File: src/rtl/phase_sequencer_n.sv
// phase_sequencer_n
//   Steps through N_CH one-hot output phases. Each phase stays active for a
//   per-channel dwell count. A clearance interval with every output off
//   follows each phase. The current phase can be held open. In demand mode,
//   channels that are not requesting are skipped. All state changes on the
//   falling edge of CK.
//
// Ports
//   CK     in   clock (falling-edge active)
//   RST    in   synchronous active-high reset, highest priority
//   EN     in   advance enable; low freezes everything except WRAP (forced 0)
//   HOLD   in   extend the current phase while ACTIVE
//   MODE   in   0 = fixed round robin, 1 = demand skip
//   REQ    in   [N_CH]        per-channel service request (MODE=1)
//   DWELL  in   [N_CH*CNT_W]  channel k dwell at DWELL[k*CNT_W +: CNT_W]
//   ACT    out  [N_CH]        one-hot active phase, zero outside ACTIVE
//   PHASE  out  [PH_W]        current / last served channel
//   CNT    out  [CNT_W]       dwell or clearance count
//   CLR    out  clearance in progress
//   WRAP   out  one-cycle pulse on entry to channel 0 from clearance
module phase_sequencer_n #(
    parameter int N_CH      = 4,
    parameter int CNT_W     = 8,
    parameter int MIN_DWELL = 2,
    parameter int CLR_CYC   = 2,
    parameter int PH_W      = $clog2(N_CH)
) (
    input  logic                  CK,
    input  logic                  RST,
    input  logic                  EN,
    input  logic                  HOLD,
    input  logic                  MODE,
    input  logic [N_CH-1:0]       REQ,
    input  logic [N_CH*CNT_W-1:0] DWELL,
    output logic [N_CH-1:0]       ACT,
    output logic [PH_W-1:0]       PHASE,
    output logic [CNT_W-1:0]      CNT,
    output logic                  CLR,
    output logic                  WRAP
);

    localparam logic [CNT_W-1:0] MIN_D    = CNT_W'(MIN_DWELL);
    localparam logic [CNT_W-1:0] CLR_LAST = CNT_W'(CLR_CYC - 1);
    localparam logic [N_CH-1:0]  ONE_HOT0 = N_CH'(1);

    typedef enum logic [1:0] {
        S_IDLE   = 2'd0,
        S_ACTIVE = 2'd1,
        S_CLEAR  = 2'd2
    } state_t;

    state_t            r_state;
    logic [N_CH-1:0]   r_act;
    logic [PH_W-1:0]   r_phase;
    logic [CNT_W-1:0]  r_cnt;
    logic              r_clr;
    logic              r_wrap;

    logic [CNT_W-1:0]  w_dwell;
    logic [CNT_W-1:0]  w_eff;
    logic [CNT_W-1:0]  w_last;
    logic              w_dwell_done;
    logic [N_CH-1:0]   w_self;
    logic              w_other_req;
    logic [PH_W-1:0]   w_rr_next;
    logic [PH_W-1:0]   w_dem_next;
    logic              w_dem_found;
    logic [PH_W-1:0]   w_next;

    // Dwell of the channel being served; DWELL is live, not latched.
    always_comb begin
        w_dwell = '0;
        for (int k = 0; k < N_CH; k++) begin
            if (r_phase == PH_W'(k)) begin
                w_dwell = DWELL[k*CNT_W +: CNT_W];
            end
        end
    end

    // Effective dwell is never below MIN_DWELL (>= 1), so w_last cannot underflow.
    assign w_eff        = (w_dwell < MIN_D) ? MIN_D : w_dwell;
    assign w_last       = w_eff - CNT_W'(1);
    // ">=" rather than "==": a dwell lowered under the running count ends the phase.
    assign w_dwell_done = (r_cnt >= w_last);

    assign w_self      = ONE_HOT0 << r_phase;
    assign w_other_req = |(REQ & ~w_self);

    assign w_rr_next = (r_phase == PH_W'(N_CH - 1)) ? '0 : r_phase + PH_W'(1);

    // Search from the farthest offset down to +1, so the nearest requester
    // after the current channel is the one left standing.
    always_comb begin
        w_dem_next  = '0;
        w_dem_found = 1'b0;
        for (int i = N_CH - 1; i >= 1; i--) begin
            if (REQ[PH_W'((int'(r_phase) + i) % N_CH)]) begin
                w_dem_next  = PH_W'((int'(r_phase) + i) % N_CH);
                w_dem_found = 1'b1;
            end
        end
    end

    assign w_next = (MODE && w_dem_found) ? w_dem_next : w_rr_next;

    always_ff @(negedge CK) begin
        if (RST) begin
            r_state <= S_IDLE;
            r_act   <= '0;
            r_phase <= '0;
            r_cnt   <= '0;
            r_clr   <= 1'b0;
            r_wrap  <= 1'b0;
        end else if (!EN) begin
            // Freeze, but never stretch a WRAP pulse.
            r_wrap <= 1'b0;
        end else begin
            r_wrap <= 1'b0;
            case (r_state)
                S_IDLE: begin
                    r_state <= S_ACTIVE;
                    r_phase <= '0;
                    r_cnt   <= '0;
                    r_act   <= ONE_HOT0;
                    r_clr   <= 1'b0;
                end
                S_ACTIVE: begin
                    if (HOLD) begin
                        r_cnt <= r_cnt;
                    end else if (w_dwell_done) begin
                        if (!MODE || w_other_req) begin
                            r_state <= S_CLEAR;
                            r_cnt   <= '0;
                            r_act   <= '0;
                            r_clr   <= 1'b1;
                        end else begin
                            // Nobody else waiting: stay here, count pinned at the terminal value.
                            r_cnt <= w_last;
                        end
                    end else begin
                        r_cnt <= r_cnt + CNT_W'(1);
                    end
                end
                S_CLEAR: begin
                    if (r_cnt >= CLR_LAST) begin
                        r_state <= S_ACTIVE;
                        r_phase <= w_next;
                        r_cnt   <= '0;
                        r_act   <= ONE_HOT0 << w_next;
                        r_clr   <= 1'b0;
                        r_wrap  <= (w_next == '0);
                    end else begin
                        r_cnt <= r_cnt + CNT_W'(1);
                    end
                end
                default: begin
                    r_state <= S_IDLE;
                    r_act   <= '0;
                    r_phase <= '0;
                    r_cnt   <= '0;
                    r_clr   <= 1'b0;
                end
            endcase
        end
    end

    assign ACT   = r_act;
    assign PHASE = r_phase;
    assign CNT   = r_cnt;
    assign CLR   = r_clr;
    assign WRAP  = r_wrap;

endmodule

File: config.mk
export PLATFORM = sky130hd
export DESIGN_NAME = phase_sequencer_n
export DESIGN_NICKNAME = d
export VERILOG_FILES = /design/src/rtl/phase_sequencer_n.sv
export SDC_FILE = /design/constraint.sdc
export NUM_CORES = 1
export LEC_CHECK = 0
export CORE_ASPECT_RATIO = 0.5
export CORE_MARGIN = 2
export CORE_UTILIZATION = 48
export CTS_CLUSTER_SIZE = 12
export DETAILED_ROUTE_END_ITERATION = 16
export PLACE_DENSITY = 0.89
export REMOVE_ABC_BUFFERS = 1
export SETUP_SLACK_MARGIN = 0.1
export SKIP_CTS_REPAIR_TIMING = 1
export SLEW_MARGIN = 20
export SYNTH_ARGS = -nofsm -noshare
export SYNTH_HDL_FRONTEND = slang
export SYNTH_SLANG_ARGS = --single-unit
File: constraint.sdc
create_clock -name CK -period 4.5 [get_ports CK]
set_input_delay 0.675 -clock CK [delete_from_list [all_inputs] [get_ports CK]]
set_output_delay 0.675 -clock CK [all_outputs]
set_load 0.005 [all_outputs]
==> impl_metrics.csv, run 1 <==
group,metric,value,unit
critical_path,critPathKind,"input pin to flip-flop",
power_and_ir_drop,power_frac_seq,0.181,
sta,rsz0062_at_grt,"true",
run_status,status,"finished, violations left",
sta,hold_viol,0,
critical_path,cp_data_required_time,2.57,ns
logic_synthesis,synthArstFlopShare,0,
floorplanning,dieArea,4650,sq um
critical_path,crit_slowest_cell,"or4_1",
layout,fillers,154,
critical_path,start_kind,"input pin",
placement,gp_congestion,0.901,
cts,clock_path_buffers,2,
layout,layout-drive-gt1-share,0.336,
global_route,grt_max_degree,18,
min_path,hp-class,"flip-flop to flip-flop",
sta,fin_ws,-1.70,ns
drt,drc,0,
power_and_ir_drop,pwr-share-clk,0.301,
power_and_ir_drop,ir_drop,0.302,mV
critical_path,crit_chain,"clkbuf_2 > nor3b_2 > nor2_1 > a221oi_2 > nand2_1 > o31a_1 > inv_2 > ha_4 > buf_6 > nand3_2 > xor2_2 > ha_2 > o21ai_1 > nand2b_1 > a31oi_1 > buf_4 > or4_1 > a21oi_1",
drt,routedWlPerCell,25.4,microns
power_and_ir_drop,p_leak,1.66,nW
critical_path,critPathLaunch,"DWELL[20]",
logic_synthesis,synth_cell_type_count,60,
critical_path,worst-r2r-cell-count,18,
power_and_ir_drop,finalPower,0.939,mW
global_route,grt_pass1_wl,12.4,mm
layout,utilization,0.902,
cts,cts.sinks,17,
job,drv_cap,0,
global_route,grt-ovfl-total,0,
layout,n_antenna_cell,0,
power_and_ir_drop,pwr-share-comb,0.518,
cts,cts_buffers,3,
critical_path,cp.arrival,4.26,ns
drt,dr.pass1.iters,6,
critical_path,end_kind,"flip-flop",
logic_synthesis,synth_warnings,0,
logic_synthesis,synth-seq-cells,17,
floorplanning,die_h,49.3,microns
logic_synthesis,synth_top_cell_by_area,"dfxtp_1",
cts,clk_latency,0.39,ns
power_and_ir_drop,switchingPower,0.414,mW
global_route,grt_pass1_vias,2717,
sta,max_slew_margin,0.556,
logic_synthesis,synth_area_per_cell,7.74,sq um
layout,instances_no_fill,441,
cts,h-tree-depth,1,
sta,tightest_slew,0.667,ns
logic_synthesis,synth_top_area_frac,0.173,
critical_path,regToRegSetupSlack,-0.35,ns
power_and_ir_drop,power_density,265,nW/um^2
run_status,violations,"setup timing",
layout,area_growth,80.1,%
sta,slew_violations,0,
drt,drt.antenna.violating_nets,0,
sta,holdWs,0.509,ns
power_and_ir_drop,p_sw_frac,0.440,
critical_path,cpPeakStageDelay,0.55,ns
critical_path,regToRegEndpoint,"r_state[0]",
floorplanning,num_rows,16,
drt,first_iter_violations,385,
logic_synthesis,syn_inst,254,
cts,cts.root.buffer_cell,"clkbuf_8",
placement,io_buffers,56,
critical_path,rr_startpoint,"PHASE[0]",
power_and_ir_drop,intPower,0.526,mW
drt,finalWirelength,11.2,mm
logic_synthesis,synth-main-ff-cell,"dfxtp_1",
placement,post-dp-hpwl,5.16,mm
logic_synthesis,seq_area_frac_synth,0.173,
floorplanning,start_util,0.501,
drt,viasPerCell,7.06,
logic_synthesis,synth_edf_count,0,
drt,num_vias,3113,
logic_synthesis,yosysMostFrequentCell,"nand2_1",
logic_synthesis,synth_commonest_cells,"nand2_1 (27), ha_1 (20), a21oi_1 (17), dfxtp_1 (17), o21ai_0 (15)",
logic_synthesis,syn-cell-area,1970,sq um
global_route,antenna_found_initial,0,
logic_synthesis,synthTopCellsByArea,"dfxtp_1 (17%), ha_1 (13%), nand2_1 (5.2%), a21oi_1 (4.3%), nand2b_1 (3.8%)",
critical_path,endpoint,"r_state[0]",
critical_path,cp_max_fo,5,
floorplanning,io_pins,57,
sta,setup_violations,14,
placement,dp.cells,408,
floorplanning,design.core.area,3920,sq um
global_route,track_usage,0.338,
sta,finClkSkew,0.0508,ns
floorplanning,die_width,94.5,microns
cts,tritoncts,"yes",
layout,nets,449,
cts,clk_pin_slew_worst_paths,0.10,ns
## per-layer routing
metal  GRT usage  routed length [microns]
met5           0                        0
met4       0.174                      856
met3      0.0896                     1480
met2       0.585                     4790
met1       0.384                     4080
## per-stage QoR
stage               setup WS, ns  TNS, ns  cell area (sq um)
floorplan                  -1.40   -17.92               1940
global placement           -1.97   -27.67               2940
detailed placement         -2.15   -30.69               2940
CTS                        -1.98   -27.00               3070
global route               -1.80   -22.77               3540
finish                     -1.70   -22.13               3540
## power by group through the flow
stage | clock, mW | sequential (mW) | combinational (mW)
final | 0.283 | 0.170 | 0.486
after global routing | 0.294 | 0.170 | 0.497
after CTS | 0.253 | 0.168 | 0.345
after detailed placement | 0.0245 | 0.170 | 0.334
after global placement | 0.0245 | 0.169 | 0.319
after floorplan | 0.0245 | 0.169 | 0.156
## worst min-delay path by stage
stage / startpoint / endpoint / slack, ns / depth (start not counted)
2_1_floorplan: r_state[0] / r_state[0] / 0.48 / 2
3_3_place_gp: ACT[1] / ACT[1] / 0.48 / 2
3_5_place_dp: ACT[1] / ACT[1] / 0.48 / 2
4_1_cts: ACT[2] / ACT[2] / 0.50 / 2
5_1_grt: ACT[2] / ACT[2] / 0.52 / 2
6_report: ACT[2] / ACT[2] / 0.51 / 2
## sequential cells by signal, summed over array words and instances (netlist names)
| register | count |
|---|---|
| CNT | 8 |
| WRAP | 1 |
| r_state | 2 |
| PHASE | 2 |
| ACT | 4 |
## layout by cell type (no fill, tap or decap), types with 8 or more instances in the layout
cell and count:
a21oi_1 10, buf_4 58, clkdlybuf4s50_1 35, dfxtp_1 17
dlymetal6s2s_1 19, ha_1 17, inv_1 28, nand2_1 23
nand2b_1 12, nor2_1 10, nor3_1 8
## critical path, delay by kind of cell
| kind | cells | cell delay [ns] |
|---|---|---|
| adders and majority gates | 2 | 0.50 |
| xor gates and xnor gates | 1 | 0.17 |
| buffers and inverters | 4 | 0.49 |
| and+or+nand+nor | 6 | 1.37 |
| AOI/OAI and AO/OA | 5 | 1.05 |
## kinds of logic (layout without fill, tap and decap cells)
family | Yosys count | after routing | synth area share
AND/OR/NAND/NOR | 104 | 104 | 0.296
buffers and inverters | 20 | 153 | 0.0407
adder cells (fa/ha/maj) | 20 | 20 | 0.127
flip-flops | 17 | 17 | 0.173
XOR/XNOR | 5 | 5 | 0.0223
AO/OA/AOI/OAI | 81 | 81 | 0.300
multiplexers | 7 | 7 | 0.0401
## cell type report
cell class,count,area (sq um),area share
multi-input combinational,217,1850,0.522
tap,54,67.6,0.0191
clock buffer,3,41.3,0.0117
sequential,17,340,0.0961
timing repair buffer,119,1100,0.311
clock inverter,18,93.8,0.0265
inverter,13,48.8,0.0138
Note: power is estimated with default switching activity, not from simulation.
==> run 2: changes to the inputs <==
--- a/config.mk
+++ b/config.mk
@@ -8,8 +8,11 @@
 export CORE_ASPECT_RATIO = 0.5
 export CORE_MARGIN = 2
 export CORE_UTILIZATION = 48
+export CTS_CLUSTER_DIAMETER = 30
 export CTS_CLUSTER_SIZE = 12
 export DETAILED_ROUTE_END_ITERATION = 16
+export HOLD_SLACK_MARGIN = 0.06
+export MAX_ROUTING_LAYER = met4
 export PLACE_DENSITY = 0.89
 export REMOVE_ABC_BUFFERS = 1
 export SETUP_SLACK_MARGIN = 0.1
==> run 2 against run 1 <==
Clock skew decreased by 0.0099 ns. Critical endpoint is now CNT[0]. Hold slack got worse by 0.0089 ns. Power decreased by 4.5%. Sequential power about the same. Highest routed layer unchanged. Cell area decreased by 1.5%. Core utilization decreased by 1.4 points. The run still ends with setup timing left. Via count decreased by 3.3%. Flip-flop and latch count unchanged. Clock power decreased by 4%. Setup slack got worse by 0.098 ns.
==> impl_metrics.csv, run 2 (synthesized netlist as in run 1, its figures left out) <==
group,metric,value,unit
run_status,status,"finished, violations left",
run_status,violations,"setup timing",
cts,h-tree-depth,1,
floorplanning,num_rows,16,
drt,viasPerCell,6.87,
drt,first_iter_violations,305,
layout,layout_common_cells,"buf_4 (55), clkdlybuf4s50_1 (36), inv_1 (28)",
placement,post-dp-hpwl,4.95,mm
critical_path,cp.depth,19,
drt,num_vias,3009,
critical_path,regToRegSetupSlack,-0.24,ns
critical_path,worst-r2r-cell-count,19,
min_path,hp-class,"flip-flop to flip-flop",
critical_path,regToRegEndpoint,"CNT[0]",
cts,cts.root.buffer_cell,"clkbuf_8",
critical_path,cp.arrival,4.32,ns
critical_path,critPathKind,"input pin to flip-flop",
critical_path,critPathLaunch,"DWELL[20]",
job,drv_cap,0,
layout,multi_input_area,1820,sq um
cts,clock_path_buffers,2,
critical_path,cp_max_fo,4,
cts,cts.sinks,17,
global_route,grt_pass1_wl,10.8,mm
floorplanning,dieArea,4650,sq um
power_and_ir_drop,ir_drop,0.246,mV
critical_path,endpoint,"CNT[0]",
placement,gp_congestion,0.915,
critical_path,crit_slowest_cell,"o31a_1",
drt,dr.pass1.iters,6,
power_and_ir_drop,power_density,257,nW/um^2
sta,setup_violations,14,
sta,rsz0062_at_grt,"true",
global_route,grt_pass1_vias,2389,
sta,finClkSkew,0.0410,ns
global_route,track_usage,0.300,
layout,layout-drive-gt1-share,0.323,
sta,max_slew_margin,0.527,
sta,fin_ws,-1.79,ns
layout,regArea,342,sq um
placement,dp.cells,408,
critical_path,start_kind,"input pin",
drt,drc,0,
critical_path,critPathTopFamily,"compound AO/OA/AOI/OAI gates",
sta,hold_viol,0,
sta,slew_violations,0,
critical_path,rr_startpoint,"PHASE[0]",
critical_path,cpPeakStageDelay,0.35,ns
critical_path,cp_common_cell,"buf_4",
global_route,grt_max_degree,18,
critical_path,crit_chain,"dlymetal6s2s_1 > nor3b_2 > nor2_1 > a221oi_2 > nand2_1 > o31a_1 > inv_2 > ha_4 > buf_6 > nand3_4 > xor2_2 > ha_2 > o21ai_0 > nand2b_1 > buf_4 > buf_4 > a21oi_1 > o21ai_1 > o221ai_1",
critical_path,crit_buf_inv,5,
layout,layout_commonest_cell,"buf_4",
layout,nets,446,
power_and_ir_drop,p_leak,1.65,nW
layout,n_antenna_cell,0,
floorplanning,start_util,0.501,
layout,fillers,172,
layout,instances_no_fill,438,
drt,drt.antenna.violating_nets,0,
floorplanning,io_pins,57,
global_route,grt-ovfl-total,0,
critical_path,cp_data_required_time,2.52,ns
cts,clk_pin_slew_worst_paths,0.05,ns
floorplanning,die_width,94.5,microns
cts,tritoncts,"yes",
layout,largest_reg_flops,8,
cts,clk_latency,0.38,ns
floorplanning,die_h,49.3,microns
sta,tightest_slew,0.710,ns
drt,routedWlPerCell,23.4,microns
cts,cts_buffers,3,
floorplanning,design.core.area,3920,sq um
placement,io_buffers,56,
layout,fin_area,3490,sq um
placement,place_area,2940,sq um
layout,area_growth,77.4,%
global_route,antenna_found_initial,0,
drt,finalWirelength,10.2,mm
sta,tns,-23.65,ns
critical_path,end_kind,"flip-flop",
## run 2: changes by cell type in the layout (fill, tap and decap cells not counted), moves of 2 or more
cell     delta
nand2_1     +2
buf_4       -3
nand2_2     -2
a31oi_2     -2
nor3_1      -2
nor3_2      +2
## run 2: tightest hold or removal path, stage by stage, from the launching register on
cell      delay (ns)
dfxtp_1         0.30
nand2b_1        0.08
o32ai_2         0.07
## run 2: metal layers
layer	wire [microns]	GRT usage	up-vias
li1	-	-	1225
met1	3890	0.385	1357
met2	4320	0.475	328
met3	1340	0.0680	99
met4	680	0.0894	0
met5	0	-	-
## run 2: per-stage QoR
step	worst slack, ns	hold WS [ns]	power [mW]	utilization
3_3_place_gp	-1.98	0.479	0.513	0.750
6_report	-1.79	0.500	0.897	0.889
5_1_grt	-1.95	0.514	0.928	0.889
2_1_floorplan	-1.40	0.476	0.350	-
4_1_cts	-1.95	0.490	0.754	0.783
3_5_place_dp	-2.19	0.476	0.525	0.750
## run 2: worst min path at each step
stage / slack (ns) / depth (start not counted) / start / to
2_1_floorplan: 0.48 / 2 / r_state[0] / r_state[0]
3_3_place_gp: 0.48 / 2 / ACT[1] / ACT[1]
3_5_place_dp: 0.48 / 2 / ACT[2] / ACT[2]
4_1_cts: 0.49 / 2 / ACT[2] / ACT[2]
5_1_grt: 0.51 / 2 / ACT[2] / ACT[2]
6_report: 0.50 / 2 / ACT[2] / ACT[2]
## run 2: area by class of cell
class,instances,share of cell area
sequential,17,0.0980
clock inverter,18,0.0269
timing repair buffer,116,0.309
inverter,13,0.0140
multi-input combinational,217,0.521
tap,54,0.0194
clock buffer,3,0.0118
## run 2: power by group
group / switching (mW) / total, mW / leakage [nW] / internal [mW]
clock: 0.134 / 0.273 / 0.126 / 0.140
combinational: 0.238 / 0.454 / 1.38 / 0.217
sequential: 0.0107 / 0.170 / 0.138 / 0.159
total: 0.382 / 0.897 / 1.65 / 0.515
==> run 3: changes to the inputs <==
--- a/config.mk
+++ b/config.mk
@@ -8,7 +8,6 @@
 export CORE_ASPECT_RATIO = 0.5
 export CORE_MARGIN = 2
 export CORE_UTILIZATION = 48
-export CTS_CLUSTER_DIAMETER = 30
 export CTS_CLUSTER_SIZE = 12
 export DETAILED_ROUTE_END_ITERATION = 16
 export HOLD_SLACK_MARGIN = 0.06
==> constraint.sdc (replaced) <==
create_clock -name CK -period 4.5 [get_ports CK]
set_input_delay 0.45 -clock CK [delete_from_list [all_inputs] [get_ports CK]]
set_output_delay 0.45 -clock CK [all_outputs]
set_load 0.005 [all_outputs]
==> run 3 against run 2 <==
The run still ends with setup timing left. Combinational power grew 2%. Core utilization shrank 0.51 points. Critical path type unchanged. Critical endpoint is now ACT[0]. Non-clock buffer count shrank 4. Critical path depth grew 1. Clock skew grew 0.011 ns. Setup slack gained 0.035 ns. Global-route usage grew 0.44 points. Cell area shrank 0.57%. Cell count shrank 0.91%. Register-to-register slack lost 0.28 ns. Sequential share of layout area is essentially flat. Via count shrank 1.1%.
==> impl_metrics.csv, run 3 (synthesized netlist as in run 1, its figures left out) <==
group,metric,value,unit
placement,place_area,2910,sq um
layout,layout-drive-gt1-share,0.318,
floorplanning,num_rows,16,
drt,dr.pass1.iters,5,
layout,n_antenna_cell,0,
power_and_ir_drop,p_leak,1.63,nW
global_route,grt_max_degree,18,
job,drv_cap,0,
drt,finalWirelength,10.2,mm
critical_path,critPathKind,"input pin to flip-flop",
placement,gp_congestion,0.922,
drt,viasPerCell,6.86,
placement,post-dp-hpwl,5.09,mm
cts,cts.sinks,17,
power_and_ir_drop,ir_drop,0.325,mV
critical_path,start_kind,"input pin",
sta,setup_violations,14,
drt,drc,0,
layout,layout_commonest_cell,"buf_4",
cts,h-tree-depth,1,
sta,rsz0062_at_grt,"true",
sta,slew_violations,0,
floorplanning,io_pins,57,
placement,io_buffers,56,
run_status,violations,"setup timing",
global_route,grt_pass1_wl,11.0,mm
cts,tritoncts,"yes",
cts,cts_buffers,3,
drt,num_vias,2977,
power_and_ir_drop,power_density,241,nW/um^2
global_route,grt_pass1_vias,2461,
sta,fin_ws,-1.76,ns
layout,nets,442,
floorplanning,die_h,49.3,microns
drt,first_iter_violations,451,
floorplanning,dieArea,4650,sq um
cts,cts.root.buffer_cell,"clkbuf_8",
sta,hold_viol,0,
cts,clk_pin_slew_worst_paths,0.10,ns
run_status,status,"finished, violations left",
power_and_ir_drop,power_frac_seq,0.203,
power_and_ir_drop,switchingPower,0.375,mW
power_and_ir_drop,pwr-share-clk,0.245,
power_and_ir_drop,intPower,0.462,mW
power_and_ir_drop,finalPower,0.837,mW
critical_path,cp.arrival,4.28,ns
critical_path,end_kind,"flip-flop",
sta,finClkSkew,0.0522,ns
cts,clk_latency,0.39,ns
drt,drt.antenna.violating_nets,0,
layout,area_growth,76.4,%
floorplanning,die_width,94.5,microns
layout,layout_common_cells,"buf_4 (49), clkdlybuf4s50_1 (35), inv_1 (28)",
layout,instances_no_fill,434,
global_route,antenna_found_initial,0,
min_path,hp-class,"flip-flop to flip-flop",
sta,tightest_slew,0.692,ns
power_and_ir_drop,pwr-share-comb,0.551,
placement,dp_slack,-1.94,ns
critical_path,cp_max_fo,3,
global_route,grt-ovfl-total,0,
layout,fin_area,3470,sq um
critical_path,cp_data_required_time,2.52,ns
floorplanning,start_util,0.501,
drt,routedWlPerCell,23.4,microns
sta,tns,-21.71,ns
global_route,track_usage,0.304,
layout,largest_reg_flops,8,
sta,max_slew_margin,0.538,
cts,clock_path_buffers,2,
floorplanning,design.core.area,3920,sq um
power_and_ir_drop,p_sw_frac,0.448,
placement,dp.cells,404,
-- run 3: cell count changes in the layout (fill, tap and decap cells not counted), moves of 2 or more --
cell,change
buf_6,+2
a21oi_2,-2
o21ai_0,-2
buf_4,-6
a21oi_1,+2
o21ai_2,+2
-- run 3: critical path, stage by stage --
cell      delay [ns]
clkbuf_2        0.10
nor3b_2         0.27
nor2_1          0.14
a221oi_2        0.39
nand2_1         0.15
o31a_1          0.37
inv_2           0.11
ha_4            0.16
buf_6           0.11
nand2_4         0.04
xnor2_2         0.14
ha_1            0.34
a21o_1          0.19
a21oi_4         0.09
o21a_1          0.15
buf_4           0.16
o31ai_4         0.31
buf_4           0.19
a21oi_1         0.06
a211oi_1        0.32
-- run 3: final timing paths --
path | slack [ns] | depth (start not counted) | endpoint | from
worst min register to register | 0.50 | 2 | ACT[2] | ACT[2]
worst max register to register | -0.52 | 21 | ACT[0] | PHASE[0]
worst min-delay path | 0.50 | 2 | ACT[2] | ACT[2]
worst max-delay path | -1.76 | 20 | ACT[0] | DWELL[20]
-- run 3: through the flow --
stage,util,hold slack (ns)
3_3_place_gp,0.742,0.479
5_1_grt,0.884,0.513
4_1_cts,0.770,0.492
6_report,0.884,0.502
3_5_place_dp,0.742,0.479
2_1_floorplan,-,0.476
-- run 3: per-layer routing --
metal,global-route usage,share of wire
met1,0.364,0.38
met4,0.0870,0.087
met3,0.0726,0.11
met5,-,0
met2,0.514,0.43
-- run 3: power groups by stage --
stage	clock network (mW)	logic [mW]	registers (mW)
floorplan	0.0245	0.156	0.169
global placement	0.0245	0.315	0.169
detailed placement	0.0245	0.327	0.170
CTS	0.191	0.331	0.168
global route	0.223	0.478	0.171
finish	0.205	0.461	0.170
-- run 3: layout make-up --
cell class / instances / area (sq um)
fillers: 168 / 457
clock inverters: 18 / 72.6
multi-input cells: 217 / 1850
clock buffers: 3 / 41.3
well taps: 54 / 67.6
repair buffers: 112 / 1050
inverters: 13 / 48.8
flip-flops and latches: 17 / 340
